--- src/rtl/bsr_layer_sequencer_if.sv ---
// rtl/bsr_layer_sequencer_if.sv - scheduler and output-drain handshake bundle
// master is the layer sequencer; slave is the scheduler/PE/drain side.
interface bsr_layer_sequencer_if #(
  parameter int K_W = 12
) ();
  logic           sched_start;
  logic           sched_abort;
  logic [K_W-1:0] sched_KT;
  logic           sched_done;
  logic           pe_clr;
  logic           drain_req;
  logic           drain_ack;

  modport master (
    output sched_start, sched_abort, sched_KT, pe_clr, drain_req,
    input  sched_done, drain_ack
  );

  modport slave (
    input  sched_start, sched_abort, sched_KT, pe_clr, drain_req,
    output sched_done, drain_ack
  );
endinterface

--- src/rtl/bsr_layer_sequencer.sv ---
// rtl/bsr_layer_sequencer.sv - layer controller running one BSR pass per M tile
// Clear, launch, wait, drain per tile; watchdog, abort fan-out and perf counters.
module bsr_layer_sequencer #(
  parameter int M_W    = 10,
  parameter int K_W    = 12,
  parameter int WDOG_W = 20,
  parameter int CNT_W  = 32
) (
  input  logic                  clk,
  input  logic                  rst_n,
  input  logic                  cfg_start,
  input  logic                  cfg_abort,
  input  logic [M_W-1:0]        cfg_MT,
  input  logic [K_W-1:0]        cfg_KT,
  output logic                  busy,
  output logic                  done,
  output logic                  error,
  output logic [M_W-1:0]        m_tile,
  output logic [CNT_W-1:0]      cyc_count,
  output logic [CNT_W-1:0]      tile_count,
  bsr_layer_sequencer_if.master sched
);

  typedef enum logic [6:0] {
    IDLE   = 7'b0000001,
    CLEAR  = 7'b0000010,
    LAUNCH = 7'b0000100,
    RUN    = 7'b0001000,
    DRAIN  = 7'b0010000,
    NEXT   = 7'b0100000,
    ERR    = 7'b1000000
  } state_t;

  localparam logic [WDOG_W-1:0] WDOG_MAX = '1;

  state_t            state;
  logic [M_W-1:0]    mt;
  logic [K_W-1:0]    kt;
  logic [WDOG_W-1:0] wdog;
  logic              sched_start_q;
  logic              sched_abort_q;
  logic              pe_clr_q;
  logic              drain_req_q;

  assign sched.sched_start = sched_start_q;
  assign sched.sched_abort = sched_abort_q;
  assign sched.sched_KT    = kt;
  assign sched.pe_clr      = pe_clr_q;
  assign sched.drain_req   = drain_req_q;

  always_ff @(posedge clk or negedge rst_n) begin
    if (!rst_n) begin
      state         <= IDLE;
      busy          <= 1'b0;
      done          <= 1'b0;
      error         <= 1'b0;
      m_tile        <= '0;
      cyc_count     <= '0;
      tile_count    <= '0;
      mt            <= '0;
      kt            <= '0;
      wdog          <= '0;
      sched_start_q <= 1'b0;
      sched_abort_q <= 1'b0;
      pe_clr_q      <= 1'b0;
      drain_req_q   <= 1'b0;
    end else begin
      done          <= 1'b0;
      sched_start_q <= 1'b0;
      sched_abort_q <= 1'b0;
      pe_clr_q      <= 1'b0;
      if (busy && !(&cyc_count)) cyc_count <= cyc_count + 1'b1;

      // Abort on an active layer overrides every same-cycle event below.
      if (cfg_abort && state != IDLE && state != ERR) begin
        state         <= IDLE;
        sched_abort_q <= 1'b1;
        busy          <= 1'b0;
        drain_req_q   <= 1'b0;
      end else begin
        case (state)
          IDLE, ERR: begin
            if (cfg_abort) begin
              state <= IDLE;
            end else if (cfg_start) begin
              cyc_count  <= '0;
              tile_count <= '0;
              if (cfg_MT != '0 && cfg_KT != '0) begin
                mt       <= cfg_MT;
                kt       <= cfg_KT;
                m_tile   <= '0;
                error    <= 1'b0;
                busy     <= 1'b1;
                pe_clr_q <= 1'b1;
                state    <= CLEAR;
              end else begin
                done  <= 1'b1;
                state <= IDLE;
              end
            end
          end
          CLEAR: begin
            sched_start_q <= 1'b1;
            state         <= LAUNCH;
          end
          LAUNCH: begin
            wdog  <= '0;
            state <= RUN;
          end
          RUN: begin
            if (sched.sched_done) begin
              drain_req_q <= 1'b1;
              state       <= DRAIN;
            end else begin
              wdog <= wdog + 1'b1;
              if (wdog == WDOG_MAX - 1'b1) begin
                error         <= 1'b1;
                sched_abort_q <= 1'b1;
                busy          <= 1'b0;
                state         <= ERR;
              end
            end
          end
          DRAIN: begin
            if (sched.drain_ack) begin
              drain_req_q <= 1'b0;
              state       <= NEXT;
            end
          end
          NEXT: begin
            if (!(&tile_count)) tile_count <= tile_count + 1'b1;
            // mt is nonzero whenever a layer is active, so mt-1 cannot wrap.
            if (m_tile == mt - 1'b1) begin
              done  <= 1'b1;
              busy  <= 1'b0;
              state <= IDLE;
            end else begin
              m_tile   <= m_tile + 1'b1;
              pe_clr_q <= 1'b1;
              state    <= CLEAR;
            end
          end
          default: begin
            busy  <= 1'b0;
            state <= IDLE;
          end
        endcase
      end
    end
  end

endmodule

--- src/flat_wrapper.sv ---
// flat-port wrapper written by rule: the top's interface ports become plain ports
module bsr_layer_sequencer_flat 
#(
  parameter int M_W    = 10,
  parameter int K_W    = 12,
  parameter int WDOG_W = 20,
  parameter int CNT_W  = 32
)
  (clk, rst_n, cfg_start, cfg_abort, cfg_MT, cfg_KT, busy, done, error, m_tile, cyc_count, tile_count, sched_sched_start, sched_sched_abort, sched_sched_KT, sched_pe_clr, sched_drain_req, sched_sched_done, sched_drain_ack);
  bsr_layer_sequencer_if #(.K_W(K_W)) sched_i ();
  input  logic clk;
  input  logic rst_n;
  input  logic cfg_start;
  input  logic cfg_abort;
  input  logic [M_W-1:0] cfg_MT;
  input  logic [K_W-1:0] cfg_KT;
  output logic busy;
  output logic done;
  output logic error;
  output logic [M_W-1:0] m_tile;
  output logic [CNT_W-1:0] cyc_count;
  output logic [CNT_W-1:0] tile_count;
  output wire logic [$bits(sched_i.sched_start)-1:0] sched_sched_start;
  output wire logic [$bits(sched_i.sched_abort)-1:0] sched_sched_abort;
  output wire logic [$bits(sched_i.sched_KT)-1:0] sched_sched_KT;
  output wire logic [$bits(sched_i.pe_clr)-1:0] sched_pe_clr;
  output wire logic [$bits(sched_i.drain_req)-1:0] sched_drain_req;
  input wire logic [$bits(sched_i.sched_done)-1:0] sched_sched_done;
  input wire logic [$bits(sched_i.drain_ack)-1:0] sched_drain_ack;
  assign sched_sched_start = sched_i.sched_start;
  assign sched_sched_abort = sched_i.sched_abort;
  assign sched_sched_KT = sched_i.sched_KT;
  assign sched_pe_clr = sched_i.pe_clr;
  assign sched_drain_req = sched_i.drain_req;
  assign sched_i.sched_done = sched_sched_done;
  assign sched_i.drain_ack = sched_drain_ack;
  bsr_layer_sequencer #(.M_W(M_W), .K_W(K_W), .WDOG_W(WDOG_W), .CNT_W(CNT_W)) u_core (.clk(clk), .rst_n(rst_n), .cfg_start(cfg_start), .cfg_abort(cfg_abort), .cfg_MT(cfg_MT), .cfg_KT(cfg_KT), .busy(busy), .done(done), .error(error), .m_tile(m_tile), .cyc_count(cyc_count), .tile_count(tile_count), .sched(sched_i));
endmodule
--- config.mk ---
export PLATFORM = sky130hd
export DESIGN_NAME = bsr_layer_sequencer_flat
export DESIGN_NICKNAME = d
export VERILOG_FILES = /design/src/rtl/bsr_layer_sequencer_if.sv /design/src/rtl/bsr_layer_sequencer.sv /design/src/flat_wrapper.sv
export SDC_FILE = /design/constraint.sdc
export NUM_CORES = 1
export LEC_CHECK = 0
export CAP_MARGIN = 25
export CORE_ASPECT_RATIO = 0.7
export CORE_MARGIN = 2
export CORE_UTILIZATION = 57
export CTS_CLUSTER_DIAMETER = 80
export DETAILED_ROUTE_END_ITERATION = 7
export HOLD_SLACK_MARGIN = 0.03
export PLACE_DENSITY = 0.84
export SYNTH_ARGS = -nofsm -noshare
export SYNTH_HDL_FRONTEND = slang
export SYNTH_SLANG_ARGS = --single-unit
--- constraint.sdc ---
create_clock -name clk -period 4.5 [get_ports clk]
set_input_delay 1.125 -clock clk [delete_from_list [all_inputs] [get_ports clk]]
set_output_delay 1.125 -clock clk [all_outputs]
set_load 0.05 [all_outputs]
Yosys cells after proc, flatten, opt, wreduce, memory -nomap -nowiden
Cells that the tools add are included.

ROM bits: 0. Bits in latches: 0. Memories: 0. Output and inout bits: 93. Memory bits (writable): 0. Bits in registers: 130. Word-level logic and storage cells: 134.

Reductions and logical operators: 23. Div/mod/pow operators: 0. Multipliers: 0. Mux-type cells: 61. Magnitude comparators: 0. Equal/unequal tests: 29. Bitwise logic cells: 2. $add $sub $neg: 5. Shift operators: 0.

Operators by type and width (count): 32-bit 2-to-1 mux (8); 32-bit by 1-bit adder with 32-bit output (second input constant) (2); 32-bit one-hot mux with 2 select lines (1); 32-bit AND reduction (2); 7-bit 2-to-1 mux (6); 7-bit one-hot mux with 6 select lines (1); 10-bit 2-to-1 mux (4); 20-bit one-hot mux with 2 select lines (1); 1-bit 2-to-1 mux (31); 20-bit by 1-bit adder with 20-bit output (second input constant) (1); 20-bit equality test (second input constant) (1); 20-bit 2-to-1 mux (1); 10-bit one-hot mux with 2 select lines (1); 3-bit by 2-bit inequality test with 1-bit output (second input constant) (5); 7-bit AND reduction (2); 12-bit nonzero test (1); 10-bit by 1-bit adder with 10-bit output (second input constant) (1); 10-bit equality test (1); 2-bit inequality test (second input constant) (5); 5-bit AND reduction (2); 10-bit nonzero test (1); 10-bit by 1-bit subtractor with 10-bit output (second input constant) (1); 3-bit by 1-bit inequality test with 1-bit output (second input constant) (3); 3-bit AND reduction (3); other kinds (23) (35).

Depth between registers and ports, before layout
Depth in word-level cells: 8. Gate-level depth with buffers: 10.

Least setup slack after synthesis
Ideal clock, no wire load.

Kind: in2reg. Start point: input port cfg_MT[7]. End point: register u_core.m_tile[7]. Path buffers: 1. Setup slack: 1.566 ns. Cell stages on the path: 7. Library setup time: 0.136 ns. Arrival: 2.798 ns. Required time: 4.364 ns. Cell sequence: or4_1 o41ai_1 or2_1 buf_2 o221a_2 or4_1 a21oi_1.

Word-level cells in the longest chain between the ends: 4.

Ends and longest elaborated chain: start, declared (line flat_wrapper.sv:15) `input logic [M_W-1:0] cfg_MT;`; 10-bit nonzero test (line bsr_layer_sequencer.sv:88) `if (cfg_MT != '0 && cfg_KT != '0) begin`; 1-bit logical AND (line bsr_layer_sequencer.sv:88); 2-bit by 1-bit inequality test with 1-bit output (no line); 6-bit AND reduction (no line); end signal, assigned (line bsr_layer_sequencer.sv:138) `m_tile <= m_tile + 1'b1;`; end, declared (line bsr_layer_sequencer.sv:18) `output logic [M_W-1:0] m_tile,`.

No other way between the ends. A chain may end at the register's enable or synchronous reset.

Worst setup path after layout
Start point: input port cfg_abort. End point: register u_core.wdog[18].

Word-level cells in the longest chain between the ends: 4.

Ends and longest elaborated chain: start, declared (line flat_wrapper.sv:14) `input logic cfg_abort;`; 1-bit logical AND (2 in series) (line bsr_layer_sequencer.sv:75) `if (cfg_abort && state != IDLE && state != ERR) begin`; 1-bit NOT (no line); 3-bit AND reduction (no line); end signal, assigned (line bsr_layer_sequencer.sv:115) `wdog <= wdog + 1'b1;`; end, declared (line bsr_layer_sequencer.sv:39) `logic [WDOG_W-1:0] wdog;`.

No other way between the ends.

==> key figures <==
Yosys
  – Post-synthesis register bit count: 130
  – Sequential area share after synthesis: between 40% and 50%
  – Cell with the most instances after synthesis: dfrtp_1
  – Synth Cell Area: between 6000 and 7000 sq um
  – Post-synthesis average cell area: approximately 9.2 sq um
  – Yosys warning count: 0
  – Commonest cells in the netlist: dfrtp_1, nand2_1, nor2_1, xor2_1, xnor2_1
  – Mapped Cells: 733
  – Synth top area share: about 48%
  – Leading area contributor after synthesis: dfrtp_1
  – Syn nets: about 770
  – Post-synth ARST share: 100%
  – Yosys cell types: a little over 60
  – Synth area leaders: dfrtp_1, nand2_1, nor2_1, xor2_1, xnor2_1
  – Synth Flop Type: dfrtp_1
  – EDFF count, synth: 0

STA
  – Unrepaired setup endpoints after global routing: no
  – WHS: 0.475 ns
  – Setup TNS: 0 ns
  – Fin crit period: 3.18 ns
  – Fmax: approximately 310 MHz
  – Worst Skew: about 0.010 ns
  – Final WS setup: between 1 and 1.5 ns
  – Max Slew Vio Count: 0
  – # setup viols final: 0
  – Worst-margin pin slew: around 0.85 ns
  – Fin. Hold Viols: 0
  – Rel. slew slack: between 40% and 50%
  – Final period utilization: 70.7%

Detailed routing
  – Antenna viol nets, final: 0
  – Drt pass-1 iters: 5
  – Drt total wl: approximately 17000 microns
  – Initial drt markers: between 400 and 500
  – WL/cell: between 15 and 20 microns
  – Vias per inst: just under 6
  – DRC: 0
  – Via count: between 6000 and 7000

Global route
  – GRT Total Usage: between 20% and 30%
  – GRT overflow: 0
  – Vias in the first global route: just under 6000
  – Antenna violations before repair: 0
  – Largest net degree at the start of global routing: between 60 and 70
  – First-pass GRT wire length: 28500 microns

Layout
  – Post-Route Utilization: approximately three quarters
  – Fillers: 796
  – Footprint of the multi-input gates: roughly 3300 sq um
  – Nets: between 800 and 900
  – ANT cells: 0
  – Share of layout cells above drive strength 1: 7.24%
  – Sequential Area: between 3000 and 4000 sq um
  – P&R area growth vs syn: 29.7%

Clocking
  – CTS tree: built
  – Longest Clk Path Bufs: 2
  – Clock slew at reported path FFs: roughly 0.060 ns
  – Sink Count: 130
  – Setup repair bufs after CTS: 0
  – Clock Latency Late Sink: about 0.42 ns
  – Post-CTS sizing: 0
  – H-tree depth: 4
  – Inserted Clock Buffers: 17
  – Hold Buf Count CTS: 0
  – Root buf cell: clkbuf_16

Worst setup path
  – Cell family with most CP delay: simple AND/OR/NAND/NOR gates
  – Reg2Reg Depth: 8
  – Cell depth of the worst setup path: 7
  – Critical-path cell list: clkdlybuf4s50_1 -> nor3_2 -> nand3_1 -> nor3_1 -> and3_1 -> xnor2_1 -> nor2_1
  – CP Launch Type: input port
  – CP max-delay cell: clkdlybuf4s50_1
  – Critical path type: input port to register
  – Crit. End Element: register
  – Crit path buffers/inverters: 1
  – WP data arrival: approximately 3.5 ns
  – Max stage delay on crit path: about 0.63 ns
  – Top fanout value on the critical path: 11
  – WP data required: 4.79 ns

Floorplanning
  – Starting Density: 58.1%
  – I/O Pins: around 120
  – Cell Rows: 33
  – Die ar.: 12700 sq um
  – Height of the die: approximately 95 microns
  – Die X-Extent: around 130 microns
  – Core ar.: 11600 sq um

Run status
  – Status: completed

Placed design
  – Routability congestion estimate: ~0.9
  – Final HPWL DP: roughly 12000 microns
  – Pre-CTS setup slack: between 0.9 and 1 ns
  – # port buffers: 120

Job
  – Max-cap violation count: 0

Power
  – PwrDens: approximately 400 nW/um^2
  – Peak supply drop: roughly 0.00037 V
  – Leak: 3.78 nW
  – Overall power: roughly 3.6 mW

Worst hold path
  – Hold path depth: 2
  – Min-delay worst type: register to register
flip-flops by register name, summed over array words and instances, names as in the netlist:
name	cells
u_core.busy	1
u_core.sched.sched_start	1
u_core.tile_count	32
u_core.state	7
u_core.error	1
u_core.sched.pe_clr	1
u_core.wdog	20
u_core.sched.sched_KT	12
u_core.sched.sched_abort	1
u_core.mt	10
u_core.cyc_count	32
u_core.m_tile	10
u_core.sched.drain_req	1
u_core.done	1
metal layers:
metal,part of all wire [%],vias to the layer above,global-route usage [%]
met4,1.0,0,9.31
li1,-,2832,-
met1,43,2980,37.2
met2,48,233,45.8
met5,0,-,0
met3,7.4,18,7.30
cell usage in the layout (no fill, tap or decap), types with 18 or more instances in the layout:
cell type        count
dfrtp_1            129
a21oi_1             31
and4_1              19
xor2_1              38
nand2_1            111
inv_1               18
o21ai_0             26
clkdlybuf4s50_1    119
nor2_1              91
or3_1               19
nand3_1             35
xnor2_1             36
nand4_1             24
path summary, 6_finish.rpt:
check | endpoint | slack [ns] | start
min in group asynchronous | u_core.wdog[19] | 0.82 | rst_n
worst min register to register | u_core.sched.sched_KT[10] | 0.48 | u_core.sched.sched_KT[10]
max in group asynchronous | u_core.state[0] | 2.80 | rst_n
worst max register to register | u_core.busy | 1.66 | u_core.mt[2]
worst min-delay path | u_core.sched.sched_KT[10] | 0.48 | u_core.sched.sched_KT[10]
worst max-delay path | u_core.wdog[18] | 1.32 | cfg_abort
where the power goes:
group,switching (mW),internal (mW),leakage (nW)
clock network,0.536,0.837,0.287
registers,0.123,1.27,1.76
logic,0.531,0.294,1.73
total,1.19,2.40,3.78
through the flow:
stage / instance area [sq um] / cells
6_report: 8730 / 1027
5_1_grt: 8730 / 1027
4_1_cts: 8730 / 1026
3_5_place_dp: 8140 / 994
3_3_place_gp: 8110 / 993
2_1_floorplan: 6740 / 733
kinds of logic (layout without fill, tap and decap cells):
logic type | count (synthesis) | after routing | share of synthesized area, %
adders and majority gates | 6 | 6 | 1.11
buffers and inverters | 42 | 179 | 2.47
xor gates and xnor gates | 74 | 74 | 9.62
and+or+nand+nor | 378 | 378 | 28.0
AOI/OAI and AO/OA | 98 | 98 | 9.68
muxes | 5 | 5 | 0.799
DFF | 130 | 130 | 48.3
worst register-to-register path, delay by kind of cell, from the launching register on:
family                 cells  cell delay [ns]
AND/OR/NAND/NOR            3             1.04
buffers and inverters      1             0.22
flip-flops                 1             0.46
AO/OA/AOI/OAI              4             0.99
layout make-up:
cell class | count | share of cell area, %
clock inverters | 14 | 1.78
clock buffers | 18 | 5.03
well taps | 157 | 2.25
flip-flops and latches | 130 | 37.3
repair buffers | 129 | 14.8
inverters | 18 | 0.774
multi-input cells | 561 | 38.1
(Power assumes the default switching activity.)
